## src/rtl/ext_ctrl_pkg.sv

```systemverilog
// Shared constants, state encoding and opcode helper for the extension-op issue controller.
package ext_ctrl_pkg;

    localparam logic [4:0] OP_EXT_R    = 5'b00010;
    localparam logic [4:0] OP_EXT_I    = 5'b01010;
    localparam logic [2:0] EXT_ID_XD2R = 3'd3;

    typedef enum logic [1:0] {
        IDLE  = 2'd0,
        ISSUE = 2'd1,
        WAIT  = 2'd2,
        DONE  = 2'd3
    } ext_state_e;

    function automatic logic is_ext_op(input logic [4:0] op);
        return (op == OP_EXT_R) || (op == OP_EXT_I);
    endfunction

endpackage

```

## src/rtl/ext_timeout_cnt.sv

```systemverilog
// Saturating completion-timeout counter with synchronous clear and terminal-count flag.
module ext_timeout_cnt #(
    parameter int             W    = 16,
    parameter logic [W-1:0]   TERM = {W{1'b1}}
) (
    input  logic clk,
    input  logic rst_n,
    input  logic clr,
    input  logic en,
    output logic tc
);

    localparam logic [W-1:0] ONE  = {{(W-1){1'b0}}, 1'b1};
    localparam logic [W-1:0] LAST = TERM - ONE;

    logic [W-1:0] cnt_r;

    // Count while enabled, hold at all-ones rather than wrapping.
    always_ff @(posedge clk) begin
        if (!rst_n) begin
            cnt_r <= {W{1'b0}};
        end else if (clr) begin
            cnt_r <= {W{1'b0}};
        end else if (en && (cnt_r != {W{1'b1}})) begin
            cnt_r <= cnt_r + ONE;
        end else begin
            cnt_r <= cnt_r;
        end
    end

    assign tc = (cnt_r == LAST);

endmodule

```

## src/rtl/ext_issue_ctrl.sv

```systemverilog
// Dispatches custom extension opcodes to extension units and stalls the PC until completion.
// Optional build macro EXT_PERF_CNT_EN adds stall_cycles / ext_ops performance counters.
module ext_issue_ctrl
    import ext_ctrl_pkg::*;
#(
    parameter int                   NUM_EXT        = 8,
    parameter int                   TIMEOUT_W      = 16,
    parameter logic [TIMEOUT_W-1:0] TIMEOUT_CYCLES = 16'hFFFF
) (
    input  logic               clk,
    input  logic               rst_n,
    input  logic               inst_valid,
    input  logic [4:0]         opcode,
    input  logic [2:0]         funct3,
    input  logic [NUM_EXT-1:0] ext_ready,
    input  logic [NUM_EXT-1:0] ext_done,
    output logic               pc_we,
    output logic               reg_we,
    output logic [NUM_EXT-1:0] ext_valid,
    output logic               ext_imm,
    output logic               busy,
    output logic               illegal_ext,
    output logic               err_timeout
`ifdef EXT_PERF_CNT_EN
    ,
    output logic [31:0]        stall_cycles,
    output logic [31:0]        ext_ops
`endif
);

    ext_state_e         state_r;
    logic [2:0]         id_r;
    logic               imm_r;
    logic               busy_r;
    logic               done_r;
    logic               reg_we_r;
    logic               err_r;
    logic [NUM_EXT-1:0] ext_valid_r;

    logic [NUM_EXT-1:0] sel_s;
    logic [NUM_EXT-1:0] launch_oh_s;
    logic               idle_s;
    logic               ext_op_s;
    logic               illegal_s;
    logic               launch_s;
    logic               ready_s;
    logic               done_s;
    logic               xd2r_s;
    logic               tc_s;

    // One-hot decode of the latched unit id and of the incoming unit id.
    always_comb begin
        sel_s       = {NUM_EXT{1'b0}};
        launch_oh_s = {NUM_EXT{1'b0}};
        for (int i = 0; i < NUM_EXT; i++) begin
            sel_s[i]       = (id_r == 3'(i));
            launch_oh_s[i] = (funct3 == 3'(i));
        end
    end

    assign idle_s    = (state_r == IDLE);
    assign ext_op_s  = inst_valid & is_ext_op(opcode);
    assign illegal_s = (int'(funct3) >= NUM_EXT) | ((funct3 == 3'd0) & (opcode == OP_EXT_R));
    assign launch_s  = idle_s & ext_op_s & ~illegal_s;
    // Only the latched unit's handshake bits are observed.
    assign ready_s   = |(ext_ready & sel_s);
    assign done_s    = |(ext_done & sel_s);
    assign xd2r_s    = ~imm_r & (id_r == EXT_ID_XD2R);

    ext_timeout_cnt #(
        .W    (TIMEOUT_W),
        .TERM (TIMEOUT_CYCLES)
    ) u_timeout (
        .clk   (clk),
        .rst_n (rst_n),
        .clr   (state_r == ISSUE),
        .en    (state_r == WAIT),
        .tc    (tc_s)
    );

    // Issue FSM with registered handshake and completion outputs.
    always_ff @(posedge clk) begin
        if (!rst_n) begin
            state_r     <= IDLE;
            id_r        <= 3'd0;
            imm_r       <= 1'b0;
            busy_r      <= 1'b0;
            done_r      <= 1'b0;
            reg_we_r    <= 1'b0;
            err_r       <= 1'b0;
            ext_valid_r <= {NUM_EXT{1'b0}};
        end else begin
            case (state_r)
                IDLE: begin
                    done_r   <= 1'b0;
                    reg_we_r <= 1'b0;
                    if (launch_s) begin
                        state_r     <= ISSUE;
                        id_r        <= funct3;
                        imm_r       <= (opcode == OP_EXT_I);
                        busy_r      <= 1'b1;
                        ext_valid_r <= launch_oh_s;
                    end
                end
                ISSUE: begin
                    if (ready_s) begin
                        ext_valid_r <= {NUM_EXT{1'b0}};
                        if (done_s) begin
                            state_r  <= DONE;
                            done_r   <= 1'b1;
                            reg_we_r <= xd2r_s;
                        end else begin
                            state_r <= WAIT;
                        end
                    end
                end
                WAIT: begin
                    // A done on the terminal cycle takes priority over the timeout.
                    if (done_s) begin
                        state_r  <= DONE;
                        done_r   <= 1'b1;
                        reg_we_r <= xd2r_s;
                    end else if (tc_s) begin
                        state_r  <= DONE;
                        done_r   <= 1'b1;
                        reg_we_r <= 1'b0;
                        err_r    <= 1'b1;
                    end
                end
                DONE: begin
                    state_r  <= IDLE;
                    busy_r   <= 1'b0;
                    done_r   <= 1'b0;
                    reg_we_r <= 1'b0;
                end
                default: begin
                    state_r     <= IDLE;
                    busy_r      <= 1'b0;
                    done_r      <= 1'b0;
                    reg_we_r    <= 1'b0;
                    ext_valid_r <= {NUM_EXT{1'b0}};
                end
            endcase
        end
    end

    // Non-extension and illegal ops advance the PC in the same cycle; gated during reset.
    assign pc_we       = done_r | (rst_n & idle_s & inst_valid & ~launch_s);
    assign illegal_ext = rst_n & idle_s & ext_op_s & illegal_s;
    assign reg_we      = reg_we_r;
    assign ext_valid   = ext_valid_r;
    assign ext_imm     = imm_r;
    assign busy        = busy_r;
    assign err_timeout = err_r;

`ifdef EXT_PERF_CNT_EN
    logic [31:0] stall_r;
    logic [31:0] ops_r;

    // Free-running wrap-around performance counters.
    always_ff @(posedge clk) begin
        if (!rst_n) begin
            stall_r <= 32'd0;
            ops_r   <= 32'd0;
        end else begin
            stall_r <= busy_r ? stall_r + 32'd1 : stall_r;
            ops_r   <= done_r ? ops_r + 32'd1 : ops_r;
        end
    end

    assign stall_cycles = stall_r;
    assign ext_ops      = ops_r;
`endif

endmodule

```

## config.mk

```make
export PLATFORM = sky130hd
export DESIGN_NAME = ext_issue_ctrl
export DESIGN_NICKNAME = d
export VERILOG_FILES = /design/src/rtl/ext_ctrl_pkg.sv /design/src/rtl/ext_timeout_cnt.sv /design/src/rtl/ext_issue_ctrl.sv
export SDC_FILE = /design/constraint.sdc
export NUM_CORES = 1
export LEC_CHECK = 0
export BUFFER_PORTS_ARGS = -buffer_cell sky130_fd_sc_hd__buf_4
export CAP_MARGIN = 20
export CORE_MARGIN = 4
export CORE_UTILIZATION = 55
export DETAILED_ROUTE_END_ITERATION = 7
export MAX_ROUTING_LAYER = met4
export PLACE_DENSITY = 0.77
export SYNTH_ARGS = -nofsm -noshare
export SYNTH_HDL_FRONTEND = slang
export SYNTH_SLANG_ARGS = --single-unit
```

## constraint.sdc

```tcl
create_clock -name clk -period 3 [get_ports clk]
set_clock_uncertainty 0.05 [all_clocks]
set_input_delay 0.6 -clock clk [delete_from_list [all_inputs] [get_ports clk]]
set_output_delay 0.6 -clock clk [all_outputs]
set_load 0.005 [all_outputs]
```

==> impl_metrics.toml <==
[run_status]
status = "completed"

[clocking]
clock_latency_ns = 0.34
cts_hold_buffers = 0
cts_num_sinks = 34
cts_root_buf = "clkbuf_4"
postCtsSetupBuffers = 0
post_cts_resized = 0
max-clock-path-buffers = 2
h-tree-depth = 2
clk_pin_slew_ns = 0.10
cts_tree = "done"
cts-buffers-inserted = 5

[drt]
wl_mm = 4.07
ant_nets = 0
post_drt_via_cell_ratio = 5.59
drcViolationCount = 0
drtPass1Iterations = 4
drt_iter0_markers = 84
post_drt_wl_per_cell_um = 13.6
dr_total_vias = 1677

[die]
initial_core_util = 0.593
coreArea_um2 = 3150
die_width_um = 66.3
dieArea_um2 = 4400
rows = 20
dieHeight_um = 66.3
pin_count = 41

[critical_path]
slowest_delay_ns = 0.53
worstSetupPathType = "in -> out"
crit_arrival_ns = 1.84
rrSetupSlack_ns = 0.70
cp-startpoint = "opcode[0]"
cpMaxStageDelayCell = "nor4b_1"
worstPathRequired_ns = 2.35
crit_family = "simple AND/OR/NAND/NOR gates"
r2r_start = "state_r[0]"
critPathBufInv = 2
path_max_fanout = 3
cp_common_cell = "buf_4"
crit_path_end_kind = "primary output"
worstSetupStartpointType = "input pin"
cp_cell_sequence = "buf_4 > nor4b_1 > and2_1 > nand2_1 > nor3_1 > buf_4"

[cells_and_area]
drive_gt1_frac = 0.234
multiInputGateArea_um2 = 1110
seq_area_um2 = 681
finish.utilization = 0.717
fin_nets = 288
n_antenna_cell = 0
fill_cells = 269
syn_to_final_growth_pct = 21.0

[grt]
grt_pass1_wl_mm = 7.03
antenna_found_initial = 0
grt_start_max_net_pins = 17
grtUsageTotal = 0.214
grt_pass1_vias = 1607
grt-ovfl-total = 0

[yosys]
yosysTopAreaCell = "dfxtp_1"
synth_warnings = 0
synth_area_leaders = "dfxtp_1 (36%), mux2i_1 (7.5%), nor2_1 (5.8%)"
synthArstFlopShare = 0
syn-cell-area_um2 = 1870
synth_top_area_share = 0.364
synth-edff-count = 0
synth.distinct_cells = 47
syn_avg_cell_area_um2 = 8.78
synthCells = 213
ys_ff_latch = 34
ys.flop_type = "dfxtp_1"
yosysSeqAreaShare = 0.364
synth_nets = 246

[sta]
maxClockFrequency_mhz = 402
fin_crit_sh = 0.829
rsz0062_at_grt = "no"
slew_violations = 0
hold_viol_final = 0
maxSlewHeadroom = 0.622
worstMarginPinSlew_ns = 0.559
fin_tns_setup_ns = 0
fin_crit_ns = 2.49
whs_ns = 0.422
setup_viol = 0

[worst_hold_path]
hold_class = "reg -> reg"
hp-start = "done_r"

[power]
pwr-share-seq = 0.498
p_sw_frac = 0.291
p_switching_w = 0.000282
p_int_w = 0.000688
p_leak_nw = 0.901
peakVddDrop_uv = 388
power_density_nw_per_um2 = 429
p_comb_frac = 0.231
clock_power_share = 0.272

[placement]
dpl.hpwl_mm = 3.08
io_buffers = 40
gp_congestion = 0.835

[job]
drv_cap = 0
tightest hold or removal path, delay by kind of cell, from the launching register on:
kind / cells / cell delay [ns]
muxes: 1 / 0.06
DFF: 1 / 0.32
and+or+nand+nor: 1 / 0.05
layer usage:
layer	share of wire	GRT usage	vias to the layer above
met3	0.076	0.0816	5
met1	0.48	0.268	762
met2	0.43	0.327	51
li1	-	-	859
met4	0.010	0.0457	0
met5	0	-	-
cell usage in the layout, fill, tap and decap left out, types with 6 or more instances in the layout:
cell type,instances
a21oi_1,8
buf_4,43
dfxtp_1,34
ha_1,6
inv_1,9
mux2i_1,14
nand2_1,19
nor2_1,29
nor3_1,9
xnor2_1,6
xor2_1,6
cell usage after synthesis, types with 3 or more instances:
master	count
ha_1	6
mux4_2	3
nor2_1	29
xor2_1	6
xnor2_1	6
dfxtp_1	34
nand4_1	3
nand3_1	4
a21oi_1	8
inv_1	9
mux2i_1	14
o2111ai_1	4
nand2_1	19
and3_1	5
nor4_1	3
and2_1	4
nand2b_1	5
buf_2	3
o21ai_0	5
nor3_1	9
sequential cells by signal, indices dropped and copies added, names as in the netlist:
name             flops
ext_imm              1
reg_we               1
u_timeout.cnt_r     16
state_r              2
ext_valid            8
err_timeout          1
done_r               1
busy                 1
id_r                 3
stage by stage:
step / setup WS, ns / total power [W] / instances / instance area, um^2
global route: 0.438 / 0.00104 / 300 / 2260
finish: 0.512 / 0.000970 / 300 / 2260
CTS: 0.536 / 0.000984 / 300 / 2260
global placement: 0.578 / 0.000714 / 292 / 2200
floorplan: 0.682 / 0.000646 / 213 / 1870
detailed placement: 0.551 / 0.000718 / 292 / 2200
layout make-up:
type | instances | area share
multi-input cells | 162 | 0.491
repair buffers | 43 | 0.143
well taps | 44 | 0.0243
flip-flops and latches | 34 | 0.301
clock buffers | 7 | 0.0243
inverters | 9 | 0.0149
clock inverters | 1 | 0.00221
final timing paths:
path	cells after the start	end
hold / removal	2	done_r
hold reg to reg	2	done_r
setup reg to reg	6	u_timeout.cnt_r[15]
setup / recovery	6	illegal_ext
power by group through the flow:
| stage | clock network [W] | logic (W) | registers (W) |
|---|---|---|---|
| finish | 0.000264 | 0.000224 | 0.000483 |
| global route | 0.000299 | 0.000251 | 0.000486 |
| floorplan | 0 | 0.000155 | 0.000490 |
| CTS | 0.000275 | 0.000225 | 0.000483 |
| detailed placement | 0 | 0.000224 | 0.000494 |
| global placement | 0 | 0.000222 | 0.000492 |
logic make-up (layout without fill, tap and decap cells):
kind of cell | Yosys count | after routing | synth area share
compound gates | 34 | 34 | 0.130
xor+xnor | 12 | 12 | 0.0562
fa+ha+maj | 6 | 6 | 0.0402
buf+inv | 17 | 60 | 0.0422
flops | 34 | 34 | 0.364
mux | 17 | 17 | 0.111
simple gates | 93 | 93 | 0.256
(Power assumes the default switching activity.)
